$ cat src/rtl/board_shuffler_pkg.sv
// Shared constants, state encoding and LFSR step for the tile board shuffler.
package board_shuffler_pkg;

  localparam int          NUM_TILES  = 16;
  localparam int          VAL_W      = 3;
  localparam int          TILE_IDX_W = 4;
  localparam int          MAX_REJECT = 8;
  localparam logic [15:0] LFSR_POLY  = 16'hB400;
  localparam logic [15:0] LFSR_SEED  = 16'hACE1;

  typedef enum logic [1:0] {IDLE, INIT, SHUFFLE, DONE} state_e;

  // One right-shifting Galois step; taps are folded in when the LSB falls out.
  function automatic logic [15:0] lfsr_next(input logic [15:0] s);
    return s[0] ? ((s >> 1) ^ LFSR_POLY) : (s >> 1);
  endfunction

endpackage

$ cat src/rtl/lfsr16.sv
// Free-running 16-bit Galois LFSR with a seed-mix load path.
// A zero load value would lock the register, so it is replaced by the seed.
module lfsr16
  import board_shuffler_pkg::*;
#(
  parameter logic [15:0] SEED = LFSR_SEED
) (
  input  logic        clk,
  input  logic        reset_n,
  input  logic        advance,
  input  logic        load,
  input  logic [15:0] load_val,
  output logic [15:0] state
);

  // Load has priority over stepping; zero loads fall back to the seed.
  always_ff @(posedge clk or negedge reset_n) begin
    if (!reset_n)     state <= SEED;
    else if (load)    state <= (load_val == 16'h0) ? SEED : load_val;
    else if (advance) state <= lfsr_next(state);
  end

endmodule

$ cat src/rtl/board_shuffler.sv
// Builds a shuffled board of value pairs with a bounded Fisher-Yates pass.
// Draws that land above idx are retried; after MAX_REJECT misses in a row the
// draw is folded into range by dropping its top mask bit.
module board_shuffler #(
  parameter int          NUM_TILES  = board_shuffler_pkg::NUM_TILES,
  parameter int          VAL_W      = board_shuffler_pkg::VAL_W,
  parameter logic [15:0] LFSR_SEED  = board_shuffler_pkg::LFSR_SEED,
  parameter int          MAX_REJECT = board_shuffler_pkg::MAX_REJECT
) (
  input  logic                       clk,
  input  logic                       reset_n,
  input  logic                       start,
  input  logic [15:0]                seed_mix,
  output logic [NUM_TILES*VAL_W-1:0] tile_values_flat,
  output logic                       busy,
  output logic                       done,
  output logic                       valid
);
  import board_shuffler_pkg::*;

  localparam int IDX_W = $clog2(NUM_TILES);
  localparam int REJ_W = (MAX_REJECT > 1) ? $clog2(MAX_REJECT) : 1;

  state_e                              state, state_nxt;
  logic [NUM_TILES-1:0][VAL_W-1:0]     tiles, tiles_nxt;
  logic [IDX_W-1:0]                    idx, idx_nxt;
  logic [REJ_W-1:0]                    rej, rej_nxt;
  logic [IDX_W-1:0]                    mask, r, j;
  logic                                take;
  logic [15:0]                         lfsr;

  lfsr16 #(.SEED(LFSR_SEED)) u_lfsr (
    .clk      (clk),
    .reset_n  (reset_n),
    .advance  (!start),
    .load     (start),
    .load_val (lfsr ^ seed_mix),
    .state    (lfsr)
  );

  // Smallest all-ones mask covering idx: smear the top set bit downward.
  always_comb begin
    mask = idx;
    for (int s = 1; s < IDX_W; s = s * 2) mask = mask | (mask >> s);
  end

  assign r = lfsr[IDX_W-1:0] & mask;

  // Next-state, draw acceptance and swap; a start overrides everything.
  always_comb begin
    state_nxt = state;
    tiles_nxt = tiles;
    idx_nxt   = idx;
    rej_nxt   = rej;
    j         = r;
    take      = 1'b0;
    case (state)
      IDLE: ;
      INIT: begin
        for (int i = 0; i < NUM_TILES; i++) tiles_nxt[i] = VAL_W'(i >> 1);
        idx_nxt   = '1;
        rej_nxt   = '0;
        state_nxt = SHUFFLE;
      end
      SHUFFLE: begin
        if (r <= idx) begin
          take = 1'b1;
        end else if (rej == REJ_W'(MAX_REJECT - 1)) begin
          take = 1'b1;
          j    = r & (mask >> 1);
        end else begin
          rej_nxt = rej + 1'b1;
        end
        if (take) begin
          tiles_nxt[idx] = tiles[j];
          tiles_nxt[j]   = tiles[idx];
          idx_nxt        = idx - 1'b1;
          rej_nxt        = '0;
          if (idx == IDX_W'(1)) state_nxt = DONE;
        end
      end
      DONE:    state_nxt = IDLE;
      default: state_nxt = IDLE;
    endcase
    if (start) state_nxt = INIT;
  end

  // Board, index and retry counter registers.
  always_ff @(posedge clk or negedge reset_n) begin
    if (!reset_n) begin
      state <= IDLE;
      tiles <= '0;
      idx   <= '0;
      rej   <= '0;
    end else begin
      state <= state_nxt;
      tiles <= tiles_nxt;
      idx   <= idx_nxt;
      rej   <= rej_nxt;
    end
  end

  // Valid rises as DONE retires and drops on any accepted start.
  always_ff @(posedge clk or negedge reset_n) begin
    if (!reset_n)            valid <= 1'b0;
    else if (start)          valid <= 1'b0;
    else if (state == DONE)  valid <= 1'b1;
  end

  assign busy             = (state == INIT) || (state == SHUFFLE);
  assign done             = (state == DONE);
  assign tile_values_flat = tiles;

endmodule
$ cat config.mk
export PLATFORM = sky130hd
export DESIGN_NAME = board_shuffler
export DESIGN_NICKNAME = d
export VERILOG_FILES = /design/src/rtl/board_shuffler_pkg.sv /design/src/rtl/lfsr16.sv /design/src/rtl/board_shuffler.sv
export SDC_FILE = /design/constraint.sdc
export NUM_CORES = 1
export LEC_CHECK = 0
export CORE_AREA = 2 2 110 112
export DETAILED_ROUTE_END_ITERATION = 12
export DIE_AREA = 0 0 112 114
export PLACE_DENSITY_LB_ADDON = 0.2
export SETUP_SLACK_MARGIN = 0.2
export SLEW_MARGIN = 20
export SYNTH_ARGS = -nofsm -noshare
export SYNTH_HDL_FRONTEND = slang
export SYNTH_HIERARCHICAL = 1
export SYNTH_SLANG_ARGS = --single-unit
$ cat constraint.sdc
create_clock -name clk -period 6.48 [get_ports clk]
set_clock_uncertainty 0.05 [all_clocks]
set_input_delay 0.648 -clock clk [delete_from_list [all_inputs] [get_ports clk]]
set_output_delay 0.648 -clock clk [all_outputs]
set_load 0.02 [all_outputs]
==> metrics.md <==
| Metric | Value |
|---|---|
| Run status | `finished clean` |
| Setup Total Neg Slack | `0 ns` |
| Crit start category | `flop` |
| Gpl congestion | `approximately 1` |
| Area contributors post-synth | `dfrtp_1, mux2i_1, mux4_2` |
| Worst-skew pair later-pin latency | `approximately 0.35 ns` |
| Leak | `2.541 nW` |
| Synth top cells by count | `nand2_1, dfrtp_1, nor2_1, mux2i_1, o21ai_0` |
| Synth Register Bits | `74` |
| Core area | `around 12,000 µm²` |
| PortBufs | `between 60 and 70` |
| CTS H-tree lvls | `3` |
| GRT Resource Usage Total | `around a quarter` |
| Drt drc | `0` |
| Top-count cell post-synth | `nand2_1` |
| Die X | `approximately 110 µm` |
| CP endpoint kind | `flop` |
| Starting Density | `43.80%` |
| Slew @ Worst Pin | `roughly 0.95 ns` |
| Synth Area per Inst | `roughly 9.4 µm²` |
| Total grt overflow | `0` |
| 1st-pass router iterations | `5` |
| Routed WL | `about 16,000 µm` |
| Synth unique cells | `a little over 60` |
| CTS Buf Count | `9` |
| Worst Path Max Fanout | `19` |
| Antenna-violating nets left | `0` |
| Post-Syn Area | `5130 µm²` |
| Worst Setup SP | `idx[1]` |
| DP HPWL | `between 10,000 and 15,000 µm` |
| Arr. time, crit path | `about 5.5 ns` |
| Die Y-Extent | `114 µm` |
| Tmin final | `~5.3 ns` |
| Async S/R FF share, synth | `between 90% and 100%` |
| Peak supply drop | `0.2163 mV` |
| Max Slew Vio Count | `0` |
| Final std cells w/o fill | `approximately 750` |
| Ys flop type | `dfrtp_1` |
| Synth Instances | `between 500 and 600` |
| Via count | `4,767` |
| Starting DRT DRC Count | `480` |
| Register area share after synthesis | `36.29%` |
| Final Hold Viols | `0` |
| Share of the synthesized area in the top cell type | `32.20%` |
| Slew HR | `36.67%` |
| Syn nets | `574` |
| Row Count | `40` |
| Yosys top cell by area | `dfrtp_1` |
| # hold bufs at CTS | `0` |
| Nets | `630` |
| First-pass GRT wire length | `25,290 µm` |
| Placed cell count | `approximately 740` |
| Pin count of the biggest net entering global routing | `75` |
| Fin util | `52.59%` |
| CTS tree | `yes` |
| Number of global-route vias before repair | `approximately 4,700` |
| Clock transition at path regs | `0.06 ns` |
| Synthesis Warnings | `6` |
| Share of cells above drive strength 1 | `approximately an eighth` |
| Reg2Reg Launch Point | `idx[1]` |
| Fmax | `0.1883 GHz` |
| Worst min-delay path class | `in -> async` |
| Io pins | `70` |
| Wirelength per Cell | `roughly 21 µm` |
| CP Class | `reg -> reg` |
| Post-CTS setup buffers | `0` |
| Antenna violations before repair | `0` |
| PD cells | `353.7 nW/µm²` |
| RSZ-0062 raised after global routing | `no` |
| Setup violations, final | `0` |
| EDFF count, synth | `0` |
| Area added between synthesis and finish | `20.05%` |
| Vias per cell | `6.348` |
| Clock buffer depth | `2` |
| Worst path required time | `around 6.6 ns` |
| Max-Cap Viols | `0` |
| Cts repair resizes | `0` |
| Die Footprint | `between 10,000 and 15,000 µm²` |
| CTS Sinks | `74` |
| Root buf cell | `clkbuf_16` |
| Fin crit share | `81.97%` |
| ANT cells | `0` |
[flip-flops by register name, summed over array words and instances (netlist names)]
| name | count |
|---|---|
| tile_values_flat | 48 |
| u_lfsr/state | 16 |
| idx | 4 |
| rej | 3 |
| state | 2 |
| valid | 1 |
[cells in the final DEF (no fill, tap or decap), types with 4 or more instances in the layout]
cell type        netlist  routed
a221oi_1               9       9
and3_1                 9       9
or3_1                  6       6
nand2_1               75      75
dfstp_2                8       8
dfrtp_1               66      66
o22a_1                 5       5
nor2_1                41      41
buf_4                  3       5
a21oi_1               15      15
nand3_1                9       9
o22a_2                 5       5
o22ai_1                9       9
xor2_1                17      17
clkdlybuf4s50_1        0      68
o21ai_0               32      31
a22oi_1               22      22
mux4_2                13      13
nor2b_1                5       5
o221ai_1               5       5
mux2i_1               32      32
mux2_2                 7       7
a31oi_1                5       5
clkbuf_16              0       9
a211oi_1               4       4
a222oi_1              10      10
nor3_1                13      13
and2_1                 6       6
o21ai_2                8       9
inv_1                 26      26
ha_1                  12      12
[layer usage]
metal	up-vias	global-route usage, %	wire [µm]
met5	-	0	0
met4	0	12.52	471
met3	34	4.304	1210
met2	221	42.10	7723
met1	2372	33.33	6512
li1	2140	-	-
[per-stage QoR]
step	worst slack (ns)	hold WS, ns	area [µm²]	total power (W)
2_1_floorplan	2.303	0.3024	5130	0.001368
3_3_place_gp	1.360	0.4256	5868	0.001666
3_5_place_dp	1.045	0.4366	5868	0.001685
4_1_cts	1.050	0.4385	6153	0.002175
5_1_grt	0.9620	0.4782	6158	0.002305
6_report	1.168	0.4010	6158	0.002178
[area by class of cell]
type,instances,area (µm²)
fill,1111,5553
tap,147,183.9
sequential,74,1862
clock buffer,15,277.8
timing repair buffer,73,718.2
inverter,26,97.59
multi-input combinational,415,3012
clock inverter,1,7.507
[where the power goes]
part           internal [W]  switching (W)  leakage, nW
clock              0.000291       0.000191        0.136
sequential         0.000544       0.000103        0.846
combinational      0.000384       0.000665         1.56
[critical path, stage by stage (launching register included)]
cell	delay, ns
dfrtp_1	0.63
inv_1	0.27
ha_1	0.39
or3b_1	0.43
and2_4	0.20
inv_1	0.14
ha_1	0.17
and3b_4	0.20
o2111ai_1	0.28
and2_1	0.77
mux2i_1	0.30
o22ai_1	0.10
a21oi_1	0.40
and2_1	0.60
o21ai_0	0.21
[logic make-up after synthesis]
family / Yosys count / synth area share (%)
adders and majority gates: 12 / 2.927
muxes: 52 / 13.49
and+or+nand+nor: 184 / 17.22
AOI/OAI and AO/OA: 148 / 21.73
buffers and inverters: 54 / 5.097
xor gates and xnor gates: 19 / 3.244
DFF: 74 / 36.29
[path summary, 6_finish.rpt]
kind	to	cells after the start	slack (ns)
worst max-delay path	tile_values_flat[3]	14	1.17
worst min-delay path	tile_values_flat[20]	1	0.40
worst max register to register	tile_values_flat[3]	14	1.17
worst min register to register	rej[1]	2	0.44
max in group asynchronous	tile_values_flat[27]	1	5.38
min in group clk	rej[1]	2	0.44
Power figures use the tool's default switching activity.
